### config.mk
export PLATFORM = sky130hd
export DESIGN_NAME = hcpu_multicycle
export DESIGN_NICKNAME = d
export VERILOG_FILES = /design/src/rtl/hcpu_multicycle.sv
export SDC_FILE = /design/constraint.sdc
export NUM_CORES = 1
export LEC_CHECK = 0
export CAP_MARGIN = 20
export CORE_MARGIN = 2
export CORE_UTILIZATION = 56
export CTS_CLUSTER_SIZE = 30
export DETAILED_ROUTE_END_ITERATION = 10
export PLACE_DENSITY = 0.83
export SYNTH_ARGS = -nofsm -noshare
export SYNTH_HDL_FRONTEND = slang
export SYNTH_SLANG_ARGS = --single-unit
### constraint.sdc
create_clock -name clock -period 6.2 [get_ports clock]
set_input_delay 0.93 -clock clock [delete_from_list [all_inputs] [get_ports clock]]
set_output_delay 0.93 -clock clock [all_outputs]
set_load 0.005 [all_outputs]
### src/rtl/hcpu_multicycle.sv
// +--------------------------------------------------------------------------+
// | hcpu_multicycle                                                          |
// | Multi-cycle Hack-ISA CPU with handshaked instruction/data memory ports.  |
// | Revision: 1.0                                                            |
// +--------------------------------------------------------------------------+
`default_nettype none

module hcpu_multicycle #(
    parameter int WIDTH   = 16,
    parameter int PC_W    = 15,
    parameter int COUNT_W = 32
) (
    input  logic               clock,
    input  logic               reset_n,
    output logic               instr_req,
    output logic [PC_W-1:0]    pc,
    input  logic               instr_valid,
    input  logic [WIDTH-1:0]   instruction,
    output logic               readM,
    output logic               writeM,
    output logic [WIDTH-1:0]   addressM,
    output logic [WIDTH-1:0]   outM,
    input  logic [WIDTH-1:0]   inM,
    input  logic               mem_ready,
    output logic               halted,
    output logic [COUNT_W-1:0] retired
);

    localparam logic [2:0] S_IDLE   = 3'd0;
    localparam logic [2:0] S_FETCH  = 3'd1;
    localparam logic [2:0] S_EXEC   = 3'd2;
    localparam logic [2:0] S_MEM_RD = 3'd3;
    localparam logic [2:0] S_MEM_WR = 3'd4;
    localparam logic [2:0] S_HALT   = 3'd5;

    logic [2:0]         state_q,   state_d;
    logic [WIDTH-1:0]   areg_q,    areg_d;
    logic [WIDTH-1:0]   dreg_q,    dreg_d;
    logic [WIDTH-1:0]   ir_q,      ir_d;
    logic [WIDTH-1:0]   mdr_q,     mdr_d;
    logic [PC_W-1:0]    pc_q,      pc_d;
    logic [COUNT_W-1:0] retired_q, retired_d;

    logic               is_c;
    logic               a_bit;
    logic [5:0]         comp;
    logic [2:0]         dest;
    logic [2:0]         jmp;
    logic [WIDTH-1:0]   y_wr;
    logic [WIDTH-1:0]   y_cm;
    logic [WIDTH-1:0]   alu_wr;
    logic [WIDTH-1:0]   alu_cm;
    logic               zr;
    logic               ng;
    logic               take;
    logic               self_loop;
    logic               commit;

    function automatic logic [WIDTH-1:0] alu(input logic [WIDTH-1:0] x,
                                             input logic [WIDTH-1:0] y,
                                             input logic [5:0]       c);
        logic [WIDTH-1:0] xx;
        logic [WIDTH-1:0] yy;
        logic [WIDTH-1:0] r;
        xx = c[5] ? '0 : x;
        if (c[4]) xx = ~xx;
        yy = c[3] ? '0 : y;
        if (c[2]) yy = ~yy;
        r = c[1] ? (xx + yy) : (xx & yy);
        if (c[0]) r = ~r;
        return r;
    endfunction

    assign is_c  = ir_q[WIDTH-1];
    assign a_bit = ir_q[12];
    assign comp  = ir_q[11:6];
    assign dest  = ir_q[5:3];
    assign jmp   = ir_q[2:0];

    // Write data only ever sees registered operands; the commit path may
    // additionally bypass inM so a read can retire in its own access cycle.
    assign y_wr   = a_bit ? mdr_q : areg_q;
    assign y_cm   = (state_q == S_MEM_RD) ? inM : y_wr;
    assign alu_wr = alu(dreg_q, y_wr, comp);
    assign alu_cm = alu(dreg_q, y_cm, comp);

    assign zr        = (alu_cm == '0);
    assign ng        = alu_cm[WIDTH-1];
    assign take      = (jmp[2] & ng) | (jmp[1] & zr) | (jmp[0] & ~ng & ~zr);
    assign self_loop = (areg_q == WIDTH'(pc_q));

    always_comb begin
        state_d   = state_q;
        areg_d    = areg_q;
        dreg_d    = dreg_q;
        ir_d      = ir_q;
        mdr_d     = mdr_q;
        pc_d      = pc_q;
        retired_d = retired_q;
        commit    = 1'b0;

        case (state_q)
            S_IDLE: state_d = S_FETCH;
            S_FETCH: begin
                if (instr_valid) begin
                    ir_d    = instruction;
                    state_d = S_EXEC;
                end
            end
            S_EXEC: begin
                if (!is_c) begin
                    areg_d    = {1'b0, ir_q[WIDTH-2:0]};
                    pc_d      = pc_q + PC_W'(1);
                    retired_d = retired_q + COUNT_W'(1);
                    state_d   = S_FETCH;
                end else if (a_bit) begin
                    state_d = S_MEM_RD;
                end else if (dest[0]) begin
                    state_d = S_MEM_WR;
                end else begin
                    commit = 1'b1;
                end
            end
            S_MEM_RD: begin
                if (mem_ready) begin
                    mdr_d = inM;
                    if (dest[0]) state_d = S_MEM_WR;
                    else         commit  = 1'b1;
                end
            end
            S_MEM_WR: begin
                if (mem_ready) commit = 1'b1;
            end
            S_HALT:  state_d = S_HALT;
            default: state_d = S_IDLE;
        endcase

        // Jump target and halt test use A as it was before this commit.
        if (commit) begin
            if (dest[1]) dreg_d = alu_cm;
            if (dest[2]) areg_d = alu_cm;
            retired_d = retired_q + COUNT_W'(1);
            if (take) begin
                pc_d    = areg_q[PC_W-1:0];
                state_d = self_loop ? S_HALT : S_FETCH;
            end else begin
                pc_d    = pc_q + PC_W'(1);
                state_d = S_FETCH;
            end
        end
    end

    always_ff @(posedge clock or negedge reset_n) begin
        if (!reset_n) begin
            state_q   <= S_IDLE;
            areg_q    <= '0;
            dreg_q    <= '0;
            ir_q      <= '0;
            mdr_q     <= '0;
            pc_q      <= '0;
            retired_q <= '0;
        end else begin
            state_q   <= state_d;
            areg_q    <= areg_d;
            dreg_q    <= dreg_d;
            ir_q      <= ir_d;
            mdr_q     <= mdr_d;
            pc_q      <= pc_d;
            retired_q <= retired_d;
        end
    end

    assign instr_req = (state_q == S_FETCH);
    assign readM     = (state_q == S_MEM_RD);
    assign writeM    = (state_q == S_MEM_WR);
    assign halted    = (state_q == S_HALT);
    assign addressM  = areg_q;
    assign outM      = alu_wr;
    assign pc        = pc_q;
    assign retired   = retired_q;

endmodule

`default_nettype wire

==> results.sh <==
export IMPL_wirelength_um=23780
export IMPL_max_stage_delay_ns=0.56
export IMPL_rows=45
export IMPL_ys_seq_elements=114
export IMPL_fin_setup_tns_ns=0
export IMPL_synth_cells=955
export IMPL_fmax_mhz=170.3
export IMPL_crit_arrival_ns=4.94
export IMPL_cts_sinks=114
export IMPL_crit_type="reg2out"
export IMPL_yosys_area_top_type="dfrtp_1"
export IMPL_worstMarginPinSlew_ns=0.9379
export IMPL_hold_class="reg2reg"
export IMPL_period_share_pct=94.71
export IMPL_post_cts_buffers=0
export IMPL_clk_insertion_delay_late_ns=0.42
export IMPL_nFillCells=1143
export IMPL_rsz0062_at_grt="no"
export IMPL_grt_pass1_wl_um=38180
export IMPL_core_um2=15090
export IMPL_antenna_found_initial=0
export IMPL_ctsLongestPathBuffers=2
export IMPL_synthArstFlopShare_pct=100.0
export IMPL_via_per_inst=6.050
export IMPL_fin_nets=1126
export IMPL_htree_num_levels=4
export IMPL_cts_repair_resized=0
export IMPL_clk_pin_slew_ns=0.06
export IMPL_synth_ff_type="dfrtp_1"
export IMPL_ant_nets=0
export IMPL_cpMostUsedCell="a21oi_1"
export IMPL_chipHeight_um=127.9
export IMPL_crit_buf_inv=2
export IMPL_first_iter_violations=530
export IMPL_worstSetupEndpointType="output port"
export IMPL_synth_edf_count=0
export IMPL_yosys_area_top_type_share_pct=33.21
export IMPL_setup_viol=0
export IMPL_crit_fanout=13
export IMPL_io_pins=119
export IMPL_cts_buffers=17
export IMPL_grt_overflow=0
export IMPL_final_common_cell="clkdlybuf4s50_1"
export IMPL_critPathTopFamily="compound AO/OA/AOI/OAI gates"
export IMPL_finClkSkew_ns=0.008015
export IMPL_status="finished clean"
export IMPL_cts_hold_buf=0
export IMPL_syn_to_final_growth_pct=22.20
export IMPL_start_kind="register"
export IMPL_start_util_pct=56.93
export IMPL_n_antenna_cell=0
export IMPL_min_period_ns=5.872
export IMPL_synth_cell_types=70
export IMPL_timing_slew_headroom_pct=37.32
export IMPL_layout_common_cells="clkdlybuf4s50_1, dfrtp_1, xnor2_1, nor2_1, nand2_1"
export IMPL_gp_congestion=0.8948
export IMPL_ctsRootBufferMaster="clkbuf_16"
export IMPL_cp_slowest_cell="dfrtp_1"
export IMPL_maxCapViolations=0
export IMPL_cp_required_ns=5.27
export IMPL_drcViolationCount=0
export IMPL_io_buffers=118
export IMPL_yosysSeqAreaShare_pct=33.21
export IMPL_first_pass_iters=5
export IMPL_dieArea_um2=16350
export IMPL_die_w_um=127.9
export IMPL_num_vias=7587
export IMPL_yosys_top_cells_area="dfrtp_1, xnor2_1, mux2_2"
export IMPL_drive_gt1_share_pct=9.099
export IMPL_ff2ff_setup_slack_ns=0.65
export IMPL_synth_area_um2=8591
export IMPL_ys_warn_count=0
export IMPL_finalHoldViolCount=0
export IMPL_route_detailed_wl_per_inst_um=18.96
export IMPL_cts_tree="done"
export IMPL_worstPathCellList="buf_4 -> mux2i_1 -> nor2_1 -> xor2_1 -> ha_1 -> a21o_1 -> a21oi_1 -> o21bai_1 -> a21oi_1 -> o21bai_1 -> a21oi_1 -> o211ai_1 -> a311oi_1 -> xnor2_1 -> mux2i_1 -> xnor2_1 -> clkdlybuf4s50_1"
export IMPL_grt_max_degree=66
export IMPL_grt_pass1_vias=7390
export IMPL_hpwl_um=16890
export IMPL_avgSynthCellArea_um2=8.996
export IMPL_grt_usage_pct=29.92
export IMPL_synth_nets=1027
export IMPL_slew_viol_final=0
sequential cells by signal (all words and copies together), names as in the netlist:
| name | flops |
|---|---|
| mdr_q | 16 |
| dreg_q | 16 |
| ir_q | 16 |
| addressM | 16 |
| pc | 15 |
| state_q | 3 |
| retired | 32 |
synthesized netlist by cell type, types with 4 or more instances:
library cell  count
nand3b_1          7
o211ai_1          4
and2_1            5
a22oi_1           6
a311oi_1          5
nor2_1           87
or4_1             4
a211oi_1         21
nand2b_1         21
and3_1           18
nor2b_1           7
ha_1             34
or3_1            11
o21bai_1          7
inv_1            30
o21ai_1           6
mux2_2           40
a211o_1           5
buf_6             4
nand3_1          30
o21a_1            4
a21oi_1          40
nand2_1          80
o31ai_1           6
nor3_1           12
a21o_1            8
xnor2_1          96
buf_1             5
a22oi_2           4
o21ai_0          29
a31oi_1          19
xor2_1           41
nand4_1          12
mux2i_1          39
dfrtp_1         114
nor3b_1           7
clkbuf_1         36
routing by layer:
layer	up-vias	wire length, um	global-route usage, %
met4	0	859	12.93
met1	3611	10010	38.18
li1	3578	-	-
met3	68	1603	6.636
met2	330	11310	49.10
met5	-	0	0
worst min-delay path: stages, from the launching register on:
cell	delay [ns]
dfrtp_1	0.34
nand2_1	0.05
o21ai_0	0.06
layout make-up:
class                   instances  area (um2)  area share, %
clock buffers                  22       464.2          4.422
flip-flops and latches        114        2853          27.18
clock inverters                 9       155.1          1.478
well taps                     188       235.2          2.241
multi-input cells             758        5381          51.26
inverters                      32       120.1          1.144
repair buffers                131        1289          12.28
stage by stage:
| step | setup slack [ns] | hold slack [ns] | cell area [um2] | util, % | cells |
|---|---|---|---|---|---|
| 2_1_floorplan | 0.9452 | 0.4496 | 8591 | - | 955 |
| 3_5_place_dp | 0.3825 | 0.4682 | 9878 | 65.46 | 1223 |
| 6_report | 0.3277 | 0.4850 | 10500 | 69.57 | 1254 |
| 5_1_grt | 0.01319 | 0.4916 | 10500 | 69.57 | 1254 |
| 4_1_cts | 0.3767 | 0.4833 | 10500 | 69.57 | 1254 |
| 3_3_place_gp | 0.4982 | 0.4648 | 9878 | 65.46 | 1223 |
kinds of logic after synthesis:
family	Yosys count	share of synthesized area, %
mux	79	9.787
compound gates	187	15.09
buf+inv	83	4.151
xor+xnor	137	13.97
simple gates	319	18.38
fa+ha+maj	36	5.418
flops	114	33.21
worst paths after layout:
check                            from        end  depth (start not counted)
setup / recovery             ir_q[12]   outM[15]                         17
hold / removal              dreg_q[5]  dreg_q[5]                          2
setup reg to reg           state_q[0]      pc[3]                         19
hold reg to reg             dreg_q[5]  dreg_q[5]                          2
max in group asynchronous     reset_n    ir_q[9]                          2
min in group asynchronous     reset_n     pc[13]                          1
Power is left out: the tool's default activity adds up to more than one toggle a clock period on the data nets, which glitch-free logic cannot reach.
